### src/rtl/mem_arbiter.sv
// Round-robin arbiter: N_REQ line requesters onto one memory port, one transaction in flight, response routed by ID.
// Latency: request -> o_mem_enable 1 cycle; memory response -> o_resp_valid 1 cycle; WAIT times out after TIMEOUT cycles.
module mem_arbiter #(
  parameter int PA_WIDTH   = 32,
  parameter int LINE_WIDTH = 256,
  parameter int ID_WIDTH   = 2,
  parameter int N_REQ      = 4,
  parameter int TIMEOUT    = 64
) (
  input  logic                        clk,
  input  logic                        rst,
  input  logic [N_REQ-1:0]            i_req_valid,
  input  logic [N_REQ-1:0]            i_req_write,
  input  logic [N_REQ*PA_WIDTH-1:0]   i_req_addr,
  input  logic [N_REQ*LINE_WIDTH-1:0] i_req_data,
  output logic [N_REQ-1:0]            o_req_ready,
  output logic [N_REQ-1:0]            o_resp_valid,
  output logic [LINE_WIDTH-1:0]       o_resp_data,
  output logic                        o_resp_error,
  output logic                        o_mem_enable,
  output logic                        o_mem_write,
  output logic [PA_WIDTH-1:0]         o_mem_addr,
  output logic [LINE_WIDTH-1:0]       o_mem_data,
  output logic [ID_WIDTH-1:0]         o_mem_id,
  input  logic                        i_mem_enable,
  input  logic [LINE_WIDTH-1:0]       i_mem_data,
  input  logic [ID_WIDTH-1:0]         i_mem_id_response
);

  localparam int CNT_W = (TIMEOUT > 2) ? $clog2(TIMEOUT) : 1;

  typedef enum logic [1:0] {
    IDLE  = 2'd0,
    ISSUE = 2'd1,
    WAIT  = 2'd2
  } state_t;

  state_t                state_q, state_d;
  logic [ID_WIDTH-1:0]   rr_ptr_q, rr_ptr_d;
  logic [ID_WIDTH-1:0]   gnt_q, gnt_d;
  logic [CNT_W-1:0]      cnt_q, cnt_d;
  logic                  write_q, write_d;

  logic [N_REQ-1:0]      req_ready_q, req_ready_d;
  logic [N_REQ-1:0]      resp_valid_q, resp_valid_d;
  logic [LINE_WIDTH-1:0] resp_data_q, resp_data_d;
  logic                  resp_error_q, resp_error_d;
  logic                  mem_enable_q, mem_enable_d;
  logic                  mem_write_q, mem_write_d;
  logic [PA_WIDTH-1:0]   mem_addr_q, mem_addr_d;
  logic [LINE_WIDTH-1:0] mem_data_q, mem_data_d;
  logic [ID_WIDTH-1:0]   mem_id_q, mem_id_d;

  logic [2*N_REQ-1:0]    vld_rot;
  logic                  found;
  logic [ID_WIDTH-1:0]   pick;
  int                    pick_int;
  logic                  sel_write;
  logic [PA_WIDTH-1:0]   sel_addr;
  logic [LINE_WIDTH-1:0] sel_data;
  logic                  rsp_match;

  // Rotate the doubled valid vector so bit 0 is rr_ptr; scanning downwards leaves the lowest set offset.
  always_comb begin
    vld_rot  = {i_req_valid, i_req_valid} >> rr_ptr_q;
    found    = 1'b0;
    pick_int = 0;
    for (int i = N_REQ - 1; i >= 0; i--) begin
      if (vld_rot[i]) begin
        found    = 1'b1;
        pick_int = int'(rr_ptr_q) + i;
        if (pick_int >= N_REQ) pick_int = pick_int - N_REQ;
      end
    end
    pick = ID_WIDTH'(pick_int);
  end

  always_comb begin
    sel_write = 1'b0;
    sel_addr  = '0;
    sel_data  = '0;
    for (int i = 0; i < N_REQ; i++) begin
      if (pick == ID_WIDTH'(i)) begin
        sel_write = i_req_write[i];
        sel_addr  = i_req_addr[i*PA_WIDTH +: PA_WIDTH];
        sel_data  = i_req_data[i*LINE_WIDTH +: LINE_WIDTH];
      end
    end
  end

  assign rsp_match = i_mem_enable && (i_mem_id_response == gnt_q);

  // Every output register defaults to zero, so all strobes are single-cycle pulses.
  always_comb begin
    state_d      = state_q;
    rr_ptr_d     = rr_ptr_q;
    gnt_d        = gnt_q;
    cnt_d        = cnt_q;
    write_d      = write_q;
    req_ready_d  = '0;
    resp_valid_d = '0;
    resp_data_d  = '0;
    resp_error_d = 1'b0;
    mem_enable_d = 1'b0;
    mem_write_d  = 1'b0;
    mem_addr_d   = '0;
    mem_data_d   = '0;
    mem_id_d     = '0;

    case (state_q)
      IDLE: begin
        if (found) begin
          gnt_d        = pick;
          write_d      = sel_write;
          rr_ptr_d     = (pick_int == N_REQ - 1) ? '0 : pick + 1'b1;
          req_ready_d  = N_REQ'(1) << pick;
          mem_enable_d = 1'b1;
          mem_write_d  = sel_write;
          mem_addr_d   = sel_addr;
          mem_data_d   = sel_data;
          mem_id_d     = pick;
          state_d      = ISSUE;
        end
      end
      ISSUE: begin
        cnt_d   = '0;
        state_d = WAIT;
      end
      WAIT: begin
        // A matching response in the final WAIT cycle takes priority over the timeout.
        if (rsp_match) begin
          resp_valid_d = N_REQ'(1) << gnt_q;
          resp_data_d  = write_q ? '0 : i_mem_data;
          state_d      = IDLE;
        end else if (cnt_q == CNT_W'(TIMEOUT - 1)) begin
          resp_valid_d = N_REQ'(1) << gnt_q;
          resp_error_d = 1'b1;
          state_d      = IDLE;
        end else begin
          cnt_d = cnt_q + 1'b1;
        end
      end
      default: state_d = IDLE;
    endcase
  end

  always_ff @(posedge clk) begin
    if (rst) begin
      state_q      <= IDLE;
      rr_ptr_q     <= '0;
      gnt_q        <= '0;
      cnt_q        <= '0;
      write_q      <= 1'b0;
      req_ready_q  <= '0;
      resp_valid_q <= '0;
      resp_data_q  <= '0;
      resp_error_q <= 1'b0;
      mem_enable_q <= 1'b0;
      mem_write_q  <= 1'b0;
      mem_addr_q   <= '0;
      mem_data_q   <= '0;
      mem_id_q     <= '0;
    end else begin
      state_q      <= state_d;
      rr_ptr_q     <= rr_ptr_d;
      gnt_q        <= gnt_d;
      cnt_q        <= cnt_d;
      write_q      <= write_d;
      req_ready_q  <= req_ready_d;
      resp_valid_q <= resp_valid_d;
      resp_data_q  <= resp_data_d;
      resp_error_q <= resp_error_d;
      mem_enable_q <= mem_enable_d;
      mem_write_q  <= mem_write_d;
      mem_addr_q   <= mem_addr_d;
      mem_data_q   <= mem_data_d;
      mem_id_q     <= mem_id_d;
    end
  end

  assign o_req_ready  = req_ready_q;
  assign o_resp_valid = resp_valid_q;
  assign o_resp_data  = resp_data_q;
  assign o_resp_error = resp_error_q;
  assign o_mem_enable = mem_enable_q;
  assign o_mem_write  = mem_write_q;
  assign o_mem_addr   = mem_addr_q;
  assign o_mem_data   = mem_data_q;
  assign o_mem_id     = mem_id_q;

endmodule

### config.mk
export PLATFORM = sky130hd
export DESIGN_NAME = mem_arbiter
export DESIGN_NICKNAME = d
export VERILOG_FILES = /design/src/rtl/mem_arbiter.sv
export SDC_FILE = /design/constraint.sdc
export NUM_CORES = 1
export LEC_CHECK = 0
export ABC_CLOCK_PERIOD_IN_PS = 5600
export CAP_MARGIN = 0
export CELL_PAD_IN_SITES_DETAIL_PLACEMENT = 1
export CELL_PAD_IN_SITES_GLOBAL_PLACEMENT = 1
export CORE_AREA = 5 5 762 764
export DETAILED_ROUTE_END_ITERATION = 6
export DIE_AREA = 0 0 767 769
export DONT_BUFFER_PORTS = 1
export GPL_TIMING_DRIVEN = 1
export PLACE_DENSITY = 0.3
export SLEW_MARGIN = 20
export SYNTH_ARGS = -nofsm -noshare
export SYNTH_HDL_FRONTEND = slang
export SYNTH_SLANG_ARGS = --single-unit
### constraint.sdc
create_clock -name clk -period 5.6 [get_ports clk]
set_clock_uncertainty 0.05 [all_clocks]
set_input_delay 1.68 -clock clk [delete_from_list [all_inputs] [get_ports clk]]
set_output_delay 1.68 -clock clk [all_outputs]
set_load 0.01 [all_outputs]
==> reports/qor.yml <==
outcome:
  status: "complete, no violations"
placement:
  place_area_mm2: 0.0349
  place_hpwl_um: 323000
  port_buffers: 0
  gp_congestion: 0.967
synthesis:
  seq_area_frac_synth: 0.450
  synth_flop_cell: "dfxtp_1"
  synth_top_cell_by_area: "dfxtp_1"
  synth_most_common_cell: "dfxtp_1"
  netlist_instances: 2941
  netlist_top_cells_count: "dfxtp_1 (570), inv_1 (300), a21oi_1 (295)"
  yosys.area.top_type_share: 0.450
  synth_fp_nets: 4371
  postSynth.asyncResetShare: 0
  synth-seq-cells: 570
  synth-edff-count: 0
  ys_types: 43
  synthesis.area_mm2: 0.0254
  yosysWarnings: 0
  synth.avg_cell_area_um2: 8.62
  synth_area_leaders: "dfxtp_1 (45%), a211o_1 (9.9%), a221oi_1 (9.9%)"
die:
  io-pin-count: 1978
  die_area_mm2: 0.590
  die_h_um: 769
  core_mm2: 0.572
  rows: 278
  initial_core_util: 0.0443
  die_w_um: 767
timing:
  fin_crit_sh: 0.886
  setup_viol: 0
  worstMarginPinSlew_ns: 1.17
  relSlewSlack: 0.220
  max_freq_mhz: 202
  finalCriticalPeriod_ns: 4.96
  slew_viol_final: 0
  timing.setup.tns_ns: 0
  rsz0062_at_grt: "false"
  final_hold_viol_count: 0
clock_network:
  clk_pin_slew_ns: 0.06
  clkLatencyLatePin_ns: 0.83
  cts_setup_buffers: 0
  cts_hold_buf: 0
  clock-sinks: 570
  cts_tree: "done"
  root_buffer: "clkbuf_16"
  ctsLongestPathBuffers: 4
  numCtsBuffers: 96
  cts-resized-gates: 0
  cts_max_level: 3
global_routing:
  grt_overflow: 0
  grt_pass1_wl_um: 424000
  grt_util_all_layers: 0.117
  grt_max_degree: 121
  first_global_vias: 25900
  antenna_found_initial: 304
setup_path:
  worstSetupPathType: "in2reg"
  timing.critical_path.cells: "inv_1, o221ai_1, a21oi_2, inv_1, ha_4, buf_12, buf_12, a221oi_1, a211o_1, a21oi_1"
  critical-path-slowest-cell: "a221oi_1"
  startpoint_type: "input pin"
  critical_path.max_stage_delay_ns: 0.89
  crit_fanout: 57
  crit_buf_inv: 4
  arrival_ns: 5.63
  cp.required_ns: 6.27
  crit_family: "compound AO/OA/AOI/OAI gates"
  critPathCaptureType: "flop"
final_layout:
  finalNetCount: 4299
  design_area_mm2: 0.0385
  drive_gt1_frac: 0.0982
  area_growth_pct: 51.8
pwr:
  switching_share: 0.462
  pwr-share-seq: 0.329
  power.internal_w: 0.0107
  power_w: 0.0199
  p_per_area_mw_per_mm2: 517
  combinationalPowerShare: 0.341
  peakVddDrop_v: 0.000227
  p_sw_w: 0.00919
  leakage_nw: 12.6
  p_clk_frac: 0.329
detailed_routing:
  drt_wl_total_um: 363000
  routed_via_density: 2.40
  wire_per_inst_um: 34.2
  drtIter0Drc: 1776
  drc: 0
  ant_nets: 0
  drt_first_pass_iters: 5
  vias: 25500
min_path:
  holdCritPathClass: "reg2reg"
flow_run:
  max-cap-violations: 0
power groups by stage:
stage	clock, W	combinational [W]	sequential, W
CTS	0.00700	0.00698	0.00671
global placement	0	0.00693	0.00682
detailed placement	0	0.00695	0.00677
floorplan	0	0.00357	0.00517
finish	0.00655	0.00678	0.00655
global route	0.00705	0.00727	0.00676
layout make-up:
| class | instances | area (µm²) |
|---|---|---|
| antenna | 117 | 293 |
| clock buffer | 118 | 2610 |
| clock inverter | 54 | 659 |
| fill | 67900 | 534000 |
| inverter | 300 | 1130 |
| multi-input combinational | 1785 | 11700 |
| sequential | 570 | 11400 |
| tap | 7560 | 9460 |
| timing repair buffer | 116 | 1250 |
cells by family after synthesis:
logic type / synth area share
compound gates: 0.264
simple gates: 0.187
buf+inv: 0.0924
flops: 0.450
fa+ha+maj: 0.00444
mux: 0.00118
xor+xnor: 0.000691
cell usage in the layout, fill, tap and decap left out, drive strengths merged, types with 2 or more instances in the layout:
master | netlist | routed
nand4 | 2 | 2
dfxtp | 570 | 570
o21a | 2 | 2
and2 | 258 | 258
xnor2 | 2 | 2
diode | 0 | 117
nor3b | 3 | 3
and4 | 2 | 2
nand2 | 292 | 292
nand2b | 6 | 6
a211o | 288 | 288
a21o | 2 | 2
clkinvlp | 0 | 6
o221ai | 2 | 2
a21oi | 295 | 295
inv | 300 | 309
buf | 83 | 116
o21ai | 5 | 5
nand3 | 8 | 8
nor3 | 4 | 4
a221oi | 288 | 288
mux2i | 3 | 3
or4 | 3 | 3
a21boi | 3 | 3
ha | 9 | 9
clkbuf | 203 | 118
a22o | 2 | 2
o31ai | 3 | 3
and3 | 4 | 4
clkinv | 0 | 27
nor2b | 288 | 288
bufinv | 0 | 12
nor2 | 3 | 3
path summary, 6_finish.rpt:
path	startpoint	to	slack, ns	depth (start not counted)
setup / recovery	i_req_valid[2]	o_mem_data[185]	0.64	10
hold / removal	cnt_q[5]	cnt_q[5]	0.45	2
setup reg to reg	rr_ptr_q[1]	o_mem_data[185]	1.10	9
hold reg to reg	cnt_q[5]	cnt_q[5]	0.45	2
metal layers:
layer	up-vias	wire length, µm	global-route usage
li1	10200	-	-
met1	12600	133000	0.126
met2	2044	169000	0.196
met3	619	41900	0.0578
met4	66	18100	0.0450
met5	-	474	0
registers in the layout, summed over array words and instances (netlist names), 2 cells and up:
signal and count:
o_mem_addr 32, cnt_q 6, state_q 2, o_resp_data 256, o_mem_id 2, o_req_ready 4
o_mem_data 256, rr_ptr_q 2, gnt_q 2, o_resp_valid 4
metrics by stage:
stage	instances	hold WS [ns]	utilization	setup slack, ns
2_1_floorplan	2941	0.395	-	1.81
3_3_place_gp	10300	0.424	0.0610	-0.371
3_5_place_dp	10300	0.448	0.0610	-0.349
4_1_cts	10500	0.458	0.0667	0.634
5_1_grt	10600	0.489	0.0671	0.845
6_report	10600	0.452	0.0673	0.639
worst register-to-register path, cell delays in order, from the launching register on:
cell and delay (ns):
dfxtp_1 0.46, o221ai_1 0.19, a21oi_2 0.72, inv_1 0.40
ha_4 0.42, buf_12 0.49, buf_12 0.34, a221oi_1 0.90
a211o_1 0.33, a21oi_1 0.10
Note: power is estimated with default switching activity, not from simulation.
